### config.mk
export PLATFORM = sky130hd
export DESIGN_NAME = program_loader_flat
export DESIGN_NICKNAME = d
export VERILOG_FILES = /design/src/rtl/loader_pkg.sv /design/src/rtl/program_loader_if.sv /design/src/rtl/cycle_timer.sv /design/src/rtl/program_loader.sv /design/src/flat_wrapper.sv
export SDC_FILE = /design/constraint.sdc
export NUM_CORES = 1
export LEC_CHECK = 0
export ABC_AREA = 0
export BUFFER_PORTS_ARGS = -buffer_cell sky130_fd_sc_hd__clkbuf_2
export CAP_MARGIN = 0
export CORE_MARGIN = 1
export CORE_UTILIZATION = 55
export CTS_CLUSTER_DIAMETER = 40
export DETAILED_ROUTE_END_ITERATION = 10
export PLACE_DENSITY = 0.78
export RECOVER_POWER = 100
export SYNTH_ARGS = -nofsm -noshare
export SYNTH_HDL_FRONTEND = slang
export SYNTH_SLANG_ARGS = --single-unit
### constraint.sdc
create_clock -name clk -period 3 [get_ports clk]
set_input_delay 0.45 -clock clk [delete_from_list [all_inputs] [get_ports clk]]
set_output_delay 0.45 -clock clk [all_outputs]
set_load 0.01 [all_outputs]
### src/rtl/loader_pkg.sv
// Shared state encoding and timing defaults for the program loader.
package loader_pkg;

    typedef enum logic [2:0] {
        StIdle,
        StArm,
        StWait,
        StWrite,
        StNext,
        StRelease,
        StFinish
    } state_e;

    localparam int unsigned DefWriteCycles = 2;
    localparam int unsigned DefRstCycles   = 2;

    // Timer holds (cycles - 1), so it only needs to represent max(a, b) - 1.
    function automatic int unsigned timer_width(input int unsigned a, input int unsigned b);
        int unsigned m;
        m = (a > b) ? a : b;
        return (m > 1) ? $clog2(m) : 1;
    endfunction

endpackage

### src/rtl/program_loader_if.sv
// Host-side request/byte stream and CPU halt-mode load port of the program loader.
interface program_loader_if #(
    parameter int unsigned ADDR_W = 8,
    parameter int unsigned DATA_W = 8
);
    logic              load_start;
    logic [ADDR_W:0]   load_len;
    logic              abort;
    logic [DATA_W-1:0] byte_in;
    logic              byte_valid;
    logic              byte_ready;
    logic              halt;
    logic              new_in;
    logic [ADDR_W-1:0] program_addr;
    logic [DATA_W-1:0] program_data;
    logic              cpu_rst;
    logic              busy;
    logic              done;
    logic              err;

    modport master (
        output load_start, load_len, abort, byte_in, byte_valid,
        input  byte_ready, halt, new_in, program_addr, program_data, cpu_rst, busy, done, err
    );

    modport slave (
        input  load_start, load_len, abort, byte_in, byte_valid,
        output byte_ready, halt, new_in, program_addr, program_data, cpu_rst, busy, done, err
    );
endinterface

### src/rtl/cycle_timer.sv
// Loadable down-counter; expired is high once the count has reached zero.
module cycle_timer #(
    parameter int unsigned WIDTH = 2
) (
    input  logic             clk,
    input  logic             rst,
    input  logic             load,
    input  logic [WIDTH-1:0] load_val,
    output logic             expired
);
    logic [WIDTH-1:0] cnt_q;

    always_ff @(posedge clk) begin
        if (rst) begin
            cnt_q <= '0;
        end else if (load) begin
            cnt_q <= load_val;
        end else if (cnt_q != '0) begin
            cnt_q <= cnt_q - 1'b1;
        end
    end

    assign expired = (cnt_q == '0);
endmodule

### src/rtl/program_loader.sv
// Streams a program image into CPU RAM through the halt-mode load port, then restarts the CPU.
module program_loader
    import loader_pkg::*;
#(
    parameter int unsigned ADDR_W       = 8,
    parameter int unsigned DATA_W       = 8,
    parameter int unsigned WRITE_CYCLES = DefWriteCycles,
    parameter int unsigned RST_CYCLES   = DefRstCycles
) (
    input logic             clk,
    input logic             rst,
    program_loader_if.slave bus
);
    localparam int unsigned       TimerW    = timer_width(WRITE_CYCLES, RST_CYCLES);
    localparam logic [TimerW-1:0] WriteLoad = TimerW'(WRITE_CYCLES - 1);
    localparam logic [TimerW-1:0] RelLoad   = TimerW'(RST_CYCLES - 1);

    state_e            state_q, state_d;
    logic [ADDR_W:0]   len_q, count_q;
    logic [ADDR_W-1:0] addr_q;
    logic [DATA_W-1:0] data_q;
    logic              abort_pend_q, abort_pend_d;
    logic              err_q, err_set;
    logic              halt_q, new_in_q, ready_q, cpu_rst_q, busy_q, done_q;
    logic              xfer, timer_load, timer_expired;
    logic [TimerW-1:0] timer_val;

    // abort masks the handshake so a byte offered alongside an abort is never taken.
    assign xfer = bus.byte_valid & ready_q & ~bus.abort;

    cycle_timer #(
        .WIDTH (TimerW)
    ) u_timer (
        .clk      (clk),
        .rst      (rst),
        .load     (timer_load),
        .load_val (timer_val),
        .expired  (timer_expired)
    );

    always_comb begin
        state_d      = state_q;
        abort_pend_d = abort_pend_q;
        err_set      = 1'b0;
        unique case (state_q)
            StIdle: begin
                if (bus.load_start) state_d = StArm;
            end
            StArm: begin
                if (bus.abort) begin
                    state_d = StRelease;
                    err_set = 1'b1;
                end else if (len_q == '0) begin
                    state_d = StRelease;
                end else begin
                    state_d = StWait;
                end
            end
            StWait: begin
                if (bus.abort) begin
                    state_d = StRelease;
                    err_set = 1'b1;
                end else if (xfer) begin
                    state_d = StWrite;
                end
            end
            StWrite: begin
                // An abort here is deferred until the write window has fully elapsed.
                if (timer_expired) begin
                    if (abort_pend_q || bus.abort) begin
                        state_d = StRelease;
                        err_set = 1'b1;
                    end else begin
                        state_d = StNext;
                    end
                end else if (bus.abort) begin
                    abort_pend_d = 1'b1;
                end
            end
            StNext: begin
                if (bus.abort) begin
                    state_d = StRelease;
                    err_set = 1'b1;
                end else if (count_q == len_q) begin
                    state_d = StRelease;
                end else begin
                    state_d = StWait;
                end
            end
            StRelease: begin
                if (timer_expired) state_d = StFinish;
            end
            StFinish: begin
                state_d = StIdle;
            end
            default: begin
                state_d = StIdle;
            end
        endcase

        if (state_d != StWrite) abort_pend_d = 1'b0;
        timer_load = (state_d != state_q) && (state_d == StWrite || state_d == StRelease);
        timer_val  = (state_d == StWrite) ? WriteLoad : RelLoad;
    end

    always_ff @(posedge clk) begin
        if (rst) begin
            state_q      <= StIdle;
            len_q        <= '0;
            count_q      <= '0;
            addr_q       <= '0;
            data_q       <= '0;
            abort_pend_q <= 1'b0;
            err_q        <= 1'b0;
            halt_q       <= 1'b0;
            new_in_q     <= 1'b0;
            ready_q      <= 1'b0;
            cpu_rst_q    <= 1'b0;
            busy_q       <= 1'b0;
            done_q       <= 1'b0;
        end else begin
            state_q      <= state_d;
            abort_pend_q <= abort_pend_d;
            if (state_q == StIdle && bus.load_start) begin
                len_q   <= bus.load_len;
                count_q <= '0;
                addr_q  <= '0;
                err_q   <= 1'b0;
            end
            if (state_q == StWait && xfer) data_q <= bus.byte_in;
            if (state_q == StWrite && state_d == StNext) begin
                addr_q  <= addr_q + 1'b1;
                count_q <= count_q + 1'b1;
            end
            if (err_set) err_q <= 1'b1;

            // Outputs are decoded from the next state so they are glitch-free registers.
            halt_q    <= state_d inside {StArm, StWait, StWrite, StNext, StRelease};
            new_in_q  <= state_d inside {StArm, StWait, StNext, StRelease};
            ready_q   <= (state_d == StWait);
            cpu_rst_q <= (state_d == StRelease);
            busy_q    <= (state_d != StIdle);
            done_q    <= (state_d == StFinish);
        end
    end

    assign bus.byte_ready   = ready_q & ~bus.abort;
    assign bus.halt         = halt_q;
    assign bus.new_in       = new_in_q;
    assign bus.program_addr = addr_q;
    assign bus.program_data = data_q;
    assign bus.cpu_rst      = cpu_rst_q;
    assign bus.busy         = busy_q;
    assign bus.done         = done_q;
    assign bus.err          = err_q;
endmodule

### src/flat_wrapper.sv
// flat-port wrapper written by rule: the top's interface ports become plain ports
module program_loader_flat import loader_pkg::*;
#(
    parameter int unsigned ADDR_W       = 8,
    parameter int unsigned DATA_W       = 8,
    parameter int unsigned WRITE_CYCLES = DefWriteCycles,
    parameter int unsigned RST_CYCLES   = DefRstCycles
)
  (clk, rst, bus_load_start, bus_load_len, bus_abort, bus_byte_in, bus_byte_valid, bus_byte_ready, bus_halt, bus_new_in, bus_program_addr, bus_program_data, bus_cpu_rst, bus_busy, bus_done, bus_err);
  program_loader_if #(.ADDR_W(ADDR_W), .DATA_W(DATA_W)) bus_i ();
  input logic clk;
  input logic rst;
  input wire logic [$bits(bus_i.load_start)-1:0] bus_load_start;
  input wire logic [$bits(bus_i.load_len)-1:0] bus_load_len;
  input wire logic [$bits(bus_i.abort)-1:0] bus_abort;
  input wire logic [$bits(bus_i.byte_in)-1:0] bus_byte_in;
  input wire logic [$bits(bus_i.byte_valid)-1:0] bus_byte_valid;
  output wire logic [$bits(bus_i.byte_ready)-1:0] bus_byte_ready;
  output wire logic [$bits(bus_i.halt)-1:0] bus_halt;
  output wire logic [$bits(bus_i.new_in)-1:0] bus_new_in;
  output wire logic [$bits(bus_i.program_addr)-1:0] bus_program_addr;
  output wire logic [$bits(bus_i.program_data)-1:0] bus_program_data;
  output wire logic [$bits(bus_i.cpu_rst)-1:0] bus_cpu_rst;
  output wire logic [$bits(bus_i.busy)-1:0] bus_busy;
  output wire logic [$bits(bus_i.done)-1:0] bus_done;
  output wire logic [$bits(bus_i.err)-1:0] bus_err;
  assign bus_i.load_start = bus_load_start;
  assign bus_i.load_len = bus_load_len;
  assign bus_i.abort = bus_abort;
  assign bus_i.byte_in = bus_byte_in;
  assign bus_i.byte_valid = bus_byte_valid;
  assign bus_byte_ready = bus_i.byte_ready;
  assign bus_halt = bus_i.halt;
  assign bus_new_in = bus_i.new_in;
  assign bus_program_addr = bus_i.program_addr;
  assign bus_program_data = bus_i.program_data;
  assign bus_cpu_rst = bus_i.cpu_rst;
  assign bus_busy = bus_i.busy;
  assign bus_done = bus_i.done;
  assign bus_err = bus_i.err;
  program_loader #(.ADDR_W(ADDR_W), .DATA_W(DATA_W), .WRITE_CYCLES(WRITE_CYCLES), .RST_CYCLES(RST_CYCLES)) u_core (.clk(clk), .rst(rst), .bus(bus_i));
endmodule
==> impl_metrics.toml <==
[run_status]
outcome = "completed"

[floorplanning]
die_area_sq_mm = 0.00411
start_util = 0.575
ioPinCount = 45
die_y_um = 64.1
row_count = 22
dieWidth_um = 64.1
fp.coreArea_sq_mm = 0.00369

[yosys]
synth_cell_types = 44
avgSynthCellArea_sq_um = 8.72
ys_async_sr_fraction = 0
syn_inst = 243
netlist_area_sq_mm = 0.00212
synth-main-ff-cell = "dfxtp_1"
yosys_warnings = 0
synth_edf_count = 0
synth_seq_area_share = 0.434
syn-num-nets = 267
ys_seq_elements = 46

[detailed_routing]
drc = 0
routed_wl_mm = 4.27
via_per_inst = 5.45
wl_per_cell_um = 12.8
vias = 1815
postRouteAntennaNets = 0
first_pass_iters = 4
drt_iter0_drc = 83

[layout]
syn_to_final_growth_pct = 14.9
fill_cells = 352
ff_latch_area_sq_um = 921
final_util = 0.660
multi_input_area_sq_mm = 0.00110
nets = 308
final_layout_size_suffix_gt1_frac = 0.123
n_antenna_cell = 0

[grt]
grt_pass1_vias = 1621
grt_antenna_before_repair = 0
grt_first_pass_wirelength_mm = 7.30
grt_max_degree = 30
grt_usage = 0.231
overflow = 0

[power]
seqPwrFrac = 0.403
p_per_area_mw_per_mm2 = 812
netSwitchingPower_w = 0.000670
switching_share = 0.339
peakVddDrop_uv = 473
clkPwrFrac = 0.283
power.internal_w = 0.00131
p_leak_nw = 0.906
p_comb_frac = 0.314

[timing]
fmax_mhz = 433
rsz0062_at_grt = "no"
hold_ws_ns = 0.369
period_minus_slack_ns = 2.31
drv_slew = 0
setup_ws_ns = 0.692
finalSetupTns_ns = 0
finalSetupViolCount = 0
finalHoldViolCount = 0
finClkSkew_ns = 0.00539
slew_headroom = 0.494
tightest_slew_ns = 0.754
timing.final.crit_share = 0.769

[worst_setup_path]
critical-path-slowest-cell = "dfxtp_1"
worstSetupStartpointType = "register"
cp_top_family = "simple AND/OR/NAND/NOR gates"
crit_chain = "nand3b_1, nor4_1, clkbuf_1, nand3_1, or3_1, a21oi_1"
critical_path.max_stage_delay_ns = 0.63
cp_max_fo = 15
crit_path_end_kind = "register"
cp.buffers_inverters = 1
arrival_ns = 2.53
critical_path_class = "reg2reg"
crit_required_ns = 3.22

[worst_hold_path]
min_path_type = "in2reg"

[clock_network]
cts_buffer_depth = 2
numCtsBuffers = 5
cts_resized = 0
cts_htree_levels = 2
clk_pin_slew_ns = 0.09
clkLatencyLatePin_ns = 0.30
cts_sinks = 46
cts_tree = "built"
cts_setup_buffers = 0
root_buffer = "clkbuf_8"
hold_buffers = 0

[placement]
routabilityCongestion = 0.911
post-dp-hpwl_mm = 3.05
port_buffers = 44
dp_slack_ns = 0.968

[job]
cap_viol_max_count = 0
## power by group through the flow
| stage | Sequential [W] | Combinational (W) | Clock (W) |
|---|---|---|---|
| 2_1_floorplan | 0.000773 | 0.000575 | 0 |
| 6_report | 0.000797 | 0.000620 | 0.000561 |
| 3_5_place_dp | 0.000809 | 0.000661 | 0 |
| 5_1_grt | 0.000809 | 0.000699 | 0.000600 |
| 3_3_place_gp | 0.000806 | 0.000664 | 0 |
| 4_1_cts | 0.000796 | 0.000669 | 0.000570 |
## registers in the layout, indices dropped and copies added (netlist names)
signal and cells:
u_core.abort_pend_q 1, u_core.bus.busy 1, u_core.bus.cpu_rst 1, u_core.bus.done 1
u_core.len_q 9, u_core.bus.new_in 1, u_core.bus.program_addr 8, u_core.state_q 3
u_core.bus.err 1, u_core.ready_q 1, u_core.u_timer.cnt_q 1, u_core.bus.halt 1
u_core.count_q 9, u_core.bus.program_data 8
## final timing paths
check                     from                 to  slack [ns]  cells after the start
max          u_core.state_q[0]  u_core.count_q[5]        0.69                      6
max reg2reg  u_core.state_q[0]  u_core.count_q[5]        0.69                      6
min            bus_load_len[3]    u_core.len_q[3]        0.37                      3
min reg2reg    u_core.len_q[6]    u_core.len_q[6]        0.50                      2
## synthesized netlist by cell type, drive strengths merged, types with 2 or more instances
master / number / area (sq um)
dfxtp: 46 / 921
nand2: 31 / 116
nor2: 31 / 116
a21oi: 18 / 90.1
xor2: 12 / 105
mux2i: 11 / 110
nand3: 9 / 45.0
xnor2: 9 / 78.8
nand4: 7 / 43.8
and2: 6 / 42.5
buf: 6 / 30.0
o21ai: 6 / 30.0
clkbuf: 5 / 28.8
inv: 4 / 15.0
nand2b: 4 / 25.0
nor3: 4 / 25.0
and3: 3 / 21.3
or3: 3 / 18.8
a22oi: 2 / 15.0
and4: 2 / 20.0
ha: 2 / 25.0
nor2b: 2 / 12.5
nor4: 2 / 25.0
o31ai: 2 / 15.0
o32a: 2 / 20.0
## tightest hold or removal path: cells and delay by family
kind            cells  cell delay [ns]
compound gates      1             0.05
buf+inv             1             0.08
simple gates        1             0.05
## cell families (layout without fill, tap and decap cells)
kind of cell | count (synthesis) | count (layout) | share of synthesized area
AND/OR/NAND/NOR | 108 | 108 | 0.258
flip-flops | 46 | 46 | 0.434
AO/OA/AOI/OAI | 40 | 40 | 0.122
XOR/XNOR | 21 | 21 | 0.0868
buffers and inverters | 15 | 57 | 0.0348
multiplexers | 11 | 11 | 0.0520
adder cells (fa/ha/maj) | 2 | 2 | 0.0118
## layer usage
metal,global-route usage,vias up,share of wire
li1,-,918,-
met1,0.311,830,0.49
met2,0.350,60,0.43
met3,0.0643,7,0.060
met4,0.0909,0,0.018
met5,0,-,0
## layout make-up
cell class / instances / area share
multi-input cells: 182 / 0.452
flip-flops and latches: 46 / 0.378
repair buffers: 45 / 0.0802
clock buffers: 6 / 0.0339
clock inverters: 2 / 0.0247
well taps: 48 / 0.0247
inverters: 4 / 0.00617
## through the flow
stage	cells	area, sq um	power (W)
after global placement	325	2350	0.00147
after floorplan	243	2120	0.00135
after CTS	333	2490	0.00203
final	333	2430	0.00198
after detailed placement	325	2350	0.00147
after global routing	333	2430	0.00211
## layout by cell type, fill, tap and decap left out, types with 2 or more instances in the layout
master | Yosys | layout
dfxtp_1 | 46 | 46
nand2_1 | 31 | 31
nor2_1 | 31 | 31
clkbuf_1 | 4 | 24
clkbuf_2 | 0 | 21
a21oi_1 | 18 | 18
xor2_1 | 12 | 12
mux2i_1 | 11 | 11
xnor2_1 | 9 | 9
nand3_1 | 9 | 9
nand4_1 | 7 | 7
o21ai_0 | 6 | 6
clkbuf_8 | 1 | 6
inv_1 | 4 | 4
nand2b_1 | 4 | 4
nor3_1 | 3 | 3
and2_0 | 0 | 3
or3_1 | 3 | 3
nor2b_1 | 2 | 2
o31ai_1 | 2 | 2
nor4_1 | 0 | 2
o32a_1 | 2 | 2
and2_1 | 4 | 2
and4_1 | 1 | 2
a22oi_1 | 2 | 2
and3_2 | 2 | 2
ha_1 | 2 | 2
bufinv_16 | 0 | 2
No activity file was read; power rests on OpenSTA's default activity.
